## config.mk

```make
export PLATFORM = sky130hd
export DESIGN_NAME = ds_stage_buf
export DESIGN_NICKNAME = d
export VERILOG_FILES = /design/src/rtl/ds_stage_buf_pkg.sv /design/src/rtl/ds_stage_buf_port_alloc.sv /design/src/rtl/ds_stage_buf.sv
export SDC_FILE = /design/constraint.sdc
export NUM_CORES = 1
export LEC_CHECK = 0
export CAP_MARGIN = 0
export CELL_PAD_IN_SITES_DETAIL_PLACEMENT = 1
export CELL_PAD_IN_SITES_GLOBAL_PLACEMENT = 2
export CORE_UTILIZATION = 22
export CTS_BUF_LIST = sky130_fd_sc_hd__clkbuf_8 sky130_fd_sc_hd__clkbuf_16
export DETAILED_ROUTE_END_ITERATION = 16
export PLACE_DENSITY_LB_ADDON = 0.1
export SKIP_LAST_GASP = 1
export SLEW_MARGIN = 10
export SYNTH_ARGS = -nofsm -noshare
export SYNTH_HDL_FRONTEND = slang
export SYNTH_SLANG_ARGS = --single-unit
```

## constraint.sdc

```tcl
create_clock -name clk -period 4.7 [get_ports clk]
set_input_delay 0.94 -clock clk [delete_from_list [all_inputs] [get_ports clk]]
set_output_delay 0.94 -clock clk [all_outputs]
set_load 0.05 [all_outputs]
```

## src/rtl/ds_stage_buf_pkg.sv

```systemverilog
// Shared types for the dispatch stage: CPU sizing defaults, uop payload and RS class encodings.
// Used by ds_stage_buf (optional DS_PERF_CNT_EN counters) and ds_port_alloc.
package ds_stage_buf_pkg;

    localparam int CPU_ID_WIDTH = 2;
    localparam int CPU_N_RS     = 4;
    localparam int CPU_DS_PORTS = 2;

    // RS_X sits outside 0..N_RS-1 so a slot carrying it can never be granted a port.
    typedef enum logic [2:0] {
        RS_INT  = 3'd0,
        RS_INTM = 3'd1,
        RS_BR   = 3'd2,
        RS_MEM  = 3'd3,
        RS_X    = 3'd7
    } rs_type_t;

    typedef struct packed {
        logic [7:0] opc;
        logic [5:0] pdst;
        logic [5:0] psrc1;
        logic [5:0] psrc2;
    } uop_t;

    typedef struct packed {
        logic     valid;
        rs_type_t rs_type;
        uop_t     uop;
    } slot_t;

    function automatic logic rs_type_legal(input rs_type_t t, input int nRs);
        return int'(t) < nRs;
    endfunction

endpackage

```

## src/rtl/ds_stage_buf_port_alloc.sv

```systemverilog
// ds_port_alloc: combinational in-order prefix allocator; grants each slot a port within its RS class
// until the first slot that cannot go, which blocks every younger slot.
module ds_port_alloc
    import ds_stage_buf_pkg::*;
#(
    parameter int ID_WIDTH = CPU_ID_WIDTH,
    parameter int N_RS     = CPU_N_RS,
    parameter int DS_PORTS = CPU_DS_PORTS,
    parameter int FREE_W   = $clog2(DS_PORTS + 1),
    parameter int PIDX_W   = (DS_PORTS > 1) ? $clog2(DS_PORTS) : 1
) (
    input  logic     [ID_WIDTH-1:0]             slotValid_i,
    input  rs_type_t [ID_WIDTH-1:0]             slotType_i,
    input  logic     [N_RS-1:0][FREE_W-1:0]     rsFree_i,
    output logic     [ID_WIDTH-1:0]             dispatch_o,
    output logic     [ID_WIDTH-1:0][PIDX_W-1:0] portIdx_o,
    output logic                                allGo_o
);

    logic [N_RS-1:0][FREE_W-1:0] cnt;
    logic                        blocked;
    int                          cls;

    // cnt[r] is both the number of class-r grants so far and the port the next one lands on.
    always_comb begin
        cnt        = '0;
        blocked    = 1'b0;
        cls        = 0;
        dispatch_o = '0;
        portIdx_o  = '0;
        for (int i = 0; i < ID_WIDTH; i++) begin
            cls = int'(slotType_i[i]);
            if (slotValid_i[i] && !blocked) begin
                if (!rs_type_legal(slotType_i[i], N_RS)) begin
                    blocked = 1'b1;
                end else if (cnt[cls] < rsFree_i[cls]) begin
                    dispatch_o[i] = 1'b1;
                    portIdx_o[i]  = PIDX_W'(cnt[cls]);
                    cnt[cls]      = cnt[cls] + FREE_W'(1);
                end else begin
                    blocked = 1'b1;
                end
            end
        end
        allGo_o = !blocked;
    end

endmodule

```

## src/rtl/ds_stage_buf.sv

```systemverilog
// ds_stage_buf: one-bundle dispatch buffer with partial in-order dispatch to N_RS classes of DS_PORTS ports.
// Define DS_PERF_CNT_EN to add the internal perf_block_cnt / perf_partial_cnt saturating counters.
module ds_stage_buf
    import ds_stage_buf_pkg::*;
#(
    parameter int ID_WIDTH = CPU_ID_WIDTH,
    parameter int N_RS     = CPU_N_RS,
    parameter int DS_PORTS = CPU_DS_PORTS,
    parameter int FREE_W   = $clog2(DS_PORTS + 1)
) (
    input  logic                                clk,
    input  logic                                rst,
    input  logic                                flush,
    input  logic                                prv_valid,
    output logic                                prv_ready,
    input  logic     [ID_WIDTH-1:0]             uops_valid,
    input  rs_type_t [ID_WIDTH-1:0]             rs_type,
    input  uop_t     [ID_WIDTH-1:0]             uops,
    input  logic     [N_RS-1:0][FREE_W-1:0]     rs_free,
    output logic     [N_RS-1:0][DS_PORTS-1:0]   rs_valid,
    output uop_t     [N_RS-1:0][DS_PORTS-1:0]   rs_uop
);

    localparam int PIDX_W = (DS_PORTS > 1) ? $clog2(DS_PORTS) : 1;

    slot_t    [ID_WIDTH-1:0]             slots_q;
    slot_t    [ID_WIDTH-1:0]             slots_d;
    logic     [ID_WIDTH-1:0]             slotValid;
    rs_type_t [ID_WIDTH-1:0]             slotType;
    logic     [ID_WIDTH-1:0]             dispatchGo;
    logic     [ID_WIDTH-1:0][PIDX_W-1:0] portIdx;
    logic                                allGo;
    logic                                kill;

    always_comb begin
        slotValid = '0;
        slotType  = '0;
        for (int i = 0; i < ID_WIDTH; i++) begin
            slotValid[i] = slots_q[i].valid;
            slotType[i]  = slots_q[i].rs_type;
        end
    end

    ds_port_alloc #(
        .ID_WIDTH (ID_WIDTH),
        .N_RS     (N_RS),
        .DS_PORTS (DS_PORTS),
        .FREE_W   (FREE_W),
        .PIDX_W   (PIDX_W)
    ) u_alloc (
        .slotValid_i (slotValid),
        .slotType_i  (slotType),
        .rsFree_i    (rs_free),
        .dispatch_o  (dispatchGo),
        .portIdx_o   (portIdx),
        .allGo_o     (allGo)
    );

    // A reset cycle is treated like a flush: nothing leaves and any offered bundle is dropped.
    assign kill      = flush || rst;
    assign prv_ready = kill || allGo;

    always_comb begin
        rs_valid = '0;
        rs_uop   = '0;
        for (int r = 0; r < N_RS; r++) begin
            for (int p = 0; p < DS_PORTS; p++) begin
                for (int i = 0; i < ID_WIDTH; i++) begin
                    if (!kill && dispatchGo[i] && int'(slots_q[i].rs_type) == r
                        && int'(portIdx[i]) == p) begin
                        rs_valid[r][p] = 1'b1;
                        rs_uop[r][p]   = slots_q[i].uop;
                    end
                end
            end
        end
    end

    // Slots never compact: a held slot keeps its index so program order stays implicit.
    always_comb begin
        slots_d = slots_q;
        for (int i = 0; i < ID_WIDTH; i++) begin
            if (dispatchGo[i]) begin
                slots_d[i].valid = 1'b0;
            end
        end
        if (kill) begin
            for (int i = 0; i < ID_WIDTH; i++) begin
                slots_d[i].valid = 1'b0;
            end
        end else if (prv_valid && allGo) begin
            for (int i = 0; i < ID_WIDTH; i++) begin
                slots_d[i].valid   = uops_valid[i];
                slots_d[i].rs_type = rs_type[i];
                slots_d[i].uop     = uops[i];
            end
        end
    end

    always_ff @(posedge clk) begin
        if (rst) begin
            slots_q <= '0;
        end else begin
            slots_q <= slots_d;
        end
    end

    always @(posedge clk) begin
        if (!rst) begin
            for (int i = 0; i < ID_WIDTH; i++) begin
                if (slots_q[i].valid) begin
                    assert (rs_type_legal(slots_q[i].rs_type, N_RS));
                end
            end
        end
    end

`ifdef DS_PERF_CNT_EN
    logic [31:0] perf_block_cnt [N_RS];
    logic [31:0] perf_partial_cnt;
    logic        headFound;
    logic        headBlocked;
    int          headCls;
    logic        partialEvt;

    // Only the oldest valid slot is charged; a blocked younger slot behind a dispatching head is a partial.
    always_comb begin
        headFound   = 1'b0;
        headBlocked = 1'b0;
        headCls     = 0;
        for (int i = 0; i < ID_WIDTH; i++) begin
            if (slots_q[i].valid && !headFound) begin
                headFound   = 1'b1;
                headBlocked = !dispatchGo[i];
                headCls     = int'(slots_q[i].rs_type);
            end
        end
        partialEvt = !kill && (|dispatchGo) && (|(slotValid & ~dispatchGo));
    end

    always_ff @(posedge clk) begin
        if (rst) begin
            for (int r = 0; r < N_RS; r++) begin
                perf_block_cnt[r] <= '0;
            end
            perf_partial_cnt <= '0;
        end else begin
            for (int r = 0; r < N_RS; r++) begin
                if (headBlocked && headCls == r && perf_block_cnt[r] != '1) begin
                    perf_block_cnt[r] <= perf_block_cnt[r] + 32'd1;
                end
            end
            if (partialEvt && perf_partial_cnt != '1) begin
                perf_partial_cnt <= perf_partial_cnt + 32'd1;
            end
        end
    end
`endif

endmodule
```

==> run metrics <==
combinational family with the most area after synthesis simple AND/OR/NAND/NOR gates; Root Buffer clkbuf_16; Worst EP arrival 3.63 ns; CP bufs+invs 3; Power Density ~140 mW/mm^2; register area share after synthesis 25.9%; Pleak 4.10 nW; GRT overflow 0; CTS tree yes; Clock H-tree levels 3; placed inst area 0.00995 sq mm; CTS max path bufs 2; cts hold-fix bufs 0; Max-cap violations 0; number of global-route vias before repair 5563; global-route wire length before repair 36000 microns; routability cong. 0.791; crit start category primary input; Final Cycle Share between 90% and 100%; final instance area 0.0102 sq mm; Compound-Gate Fraction of Synth Area a little under a quarter; CTS Buf Count 9; Setup-failing EPs final 0; layout cells sized above 1 50.1%; synthesized area 0.00464 sq mm; Detailed Route WL 23600 microns; CP max-delay cell nor2_2; most frequent cells in the layout 215 x buf_12, 105 x and2_1, 71 x clkdlybuf4s50_1, 60 x dfxtp_1, 58 x mux2_2; fmax roughly 220 MHz; Starting Density 22.7%; Avg Synthesized Cell Area 9.40 sq um; Post-Synth Adder-Cell Area 0%; maximum VDD drop 0.153 mV; post-synth top area share 25.9%; Sink Count 60; leading cell type in the layout, fill and taps excluded buf_12; synthesized flop and latch total 60; Worst Hold Class register to register; DRT iter0 DRCs 216; Rows 52; EDFF count, synth 0; WL per Instance between 20 and 25 microns; antenna violations before repair 0; leading area contributor after synthesis dfxtp_1; Overall Power 1.38 mW; Filler Cell Count 2133; largest net degree at the start of global routing 60; top cells by area, synth dfxtp_1 26%, and2_1 14%, mux2_2 14%, a22o_2 11%, a22o_1 9.8%; Critical Path Max Stage Delay 0.80 ns; P&R area growth vs syn 120%; Synth Area in XOR/XNOR 0.754%; unique cell type count in the Yosys netlist 37; Die Height ~150 microns; die width 147 microns; clk slew on worst S/H paths 0.05 ns; RSZ-0062 raised after global routing true; synthesized instance count 494; crit path capture type output port; worst path cell trace clkdlybuf4s50_1 -> mux4_2 -> and2_4 -> nand4_1 -> nor2_2 -> buf_4 -> and2_1 -> buf_12; drt pass-1 iters 4; multiplexer share of the synthesized area 16.1%; IO Count 289; Global Route Usage Sum 22.0%; Final Hold Violating Endpoints 0; die area about 0.022 sq mm; Post-Synth Simple-Gate Area between 20% and 30%; Worst path top cell family by delay simple AND/OR/NAND/NOR gates; Final Skew approximately 0.0050 ns; status finished clean; Pins Over Slew Limit 0; n_diodes 0; Ys Warns 0; layout net count 846; vias after detailed routing 5064; maximum fanout along the worst path 15; PortBufs 288; actual slew at the worst max-slew pin 0.869 ns; Req. time, crit path 3.76 ns; Main synth FF type dfxtp_1; DRT antenna net count 0; number of remaining DRC errors 0; ys async rst share 0%; hpwl dp 18100 microns; Syn Nets 566; Worst-Skew Late Latency 0.33 ns; core area just over 0.02 sq mm; final worst path period need 4.57 ns; slew margin rel. 42.0%; vias per cell a little under 5; critical path type primary input to output port
## Yosys cell counts, types with 2 or more instances
library cell,n
and2_1,105
dfxtp_1,60
mux2_2,58
nor2b_1,56
a22o_1,52
a22o_2,52
clkbuf_1,24
nor2_1,13
buf_6,10
or2_2,8
buf_4,6
inv_1,5
nand2_1,5
buf_1,4
nor4_4,4
and4_1,3
mux4_2,3
and4b_1,2
buf_2,2
nand4_1,2
nand4b_1,2
xnor2_1,2
xor2_1,2
## power by group
part / total (mW) / internal [mW] / switching (mW)
combinational: 0.180 / 0.113 / 0.0663
clock: 0.605 / 0.361 / 0.244
sequential: 0.595 / 0.539 / 0.0558
total: 1.38 / 1.01 / 0.366
## cells by family after synthesis
| logic type | count (synthesis) |
|---|---|
| simple gates | 205 |
| mux | 62 |
| flops | 60 |
| xor+xnor | 4 |
| buf+inv | 51 |
| compound gates | 112 |
## timing repair
item                                    CTS  global route
buffers inserted                          0             0
resized for setup                         0             1
endpoints found under the setup margin    0             7
## routing by layer
metal | wire length, microns | part of all wire [%] | GRT usage (%) | up-vias
met2 | 12100 | 51 | 39.5 | 198
met3 | 1590 | 6.7 | 5.19 | 13
met4 | 219 | 0.93 | 4.79 | 0
met5 | 0 | 0 | 0 | -
li1 | - | - | - | 2334
met1 | 9710 | 41 | 26.2 | 2519
## state kept, by name, indices dropped and copies added, names as in the netlist
signal	count
slotValid	2
slotType	6
slots_q	52
## path summary, 6_finish.rpt
check	from	to	slack [ns]	cells past startpoint
worst max register to register	slotType[0]	slots_q[14]	2.00	5
worst max-delay path	rs_free[3]	rs_uop[100]	0.13	8
worst min register to register	slotValid[1]	slotValid[1]	0.62	2
worst min-delay path	slotValid[1]	slotValid[1]	0.62	2
## worst register-to-register path: cells and delay by family, from the launching register on
kind,cells,cell delay (ns)
AOI/OAI and AO/OA,2,0.63
muxes,2,1.00
DFF,1,0.54
buffers and inverters,1,0.42
## layout make-up
| type | instances | area, sq um | area share, % |
|---|---|---|---|
| clock buffer | 10 | 239 | 2.34 |
| tap | 270 | 338 | 3.31 |
| timing repair buffer | 315 | 5230 | 51.2 |
| sequential | 60 | 1200 | 11.8 |
| inverter | 5 | 18.8 | 0.184 |
| multi-input combinational | 383 | 3170 | 31.0 |
| clock inverter | 6 | 25.0 | 0.245 |
## stage by stage
stage               cells  worst slack [ns]  setup TNS, ns  util, %  hold WS [ns]
floorplan             494             0.628              0        -         0.528
finish               1049             0.134              0     49.9         0.625
CTS                  1049            0.0174              0     49.8         0.619
global route         1049           -0.0191        -0.0278     49.9         0.649
global placement     1033             0.205              0     48.6         0.584
detailed placement   1033            0.0348              0     48.6         0.602
Power figures use the tool's default switching activity.
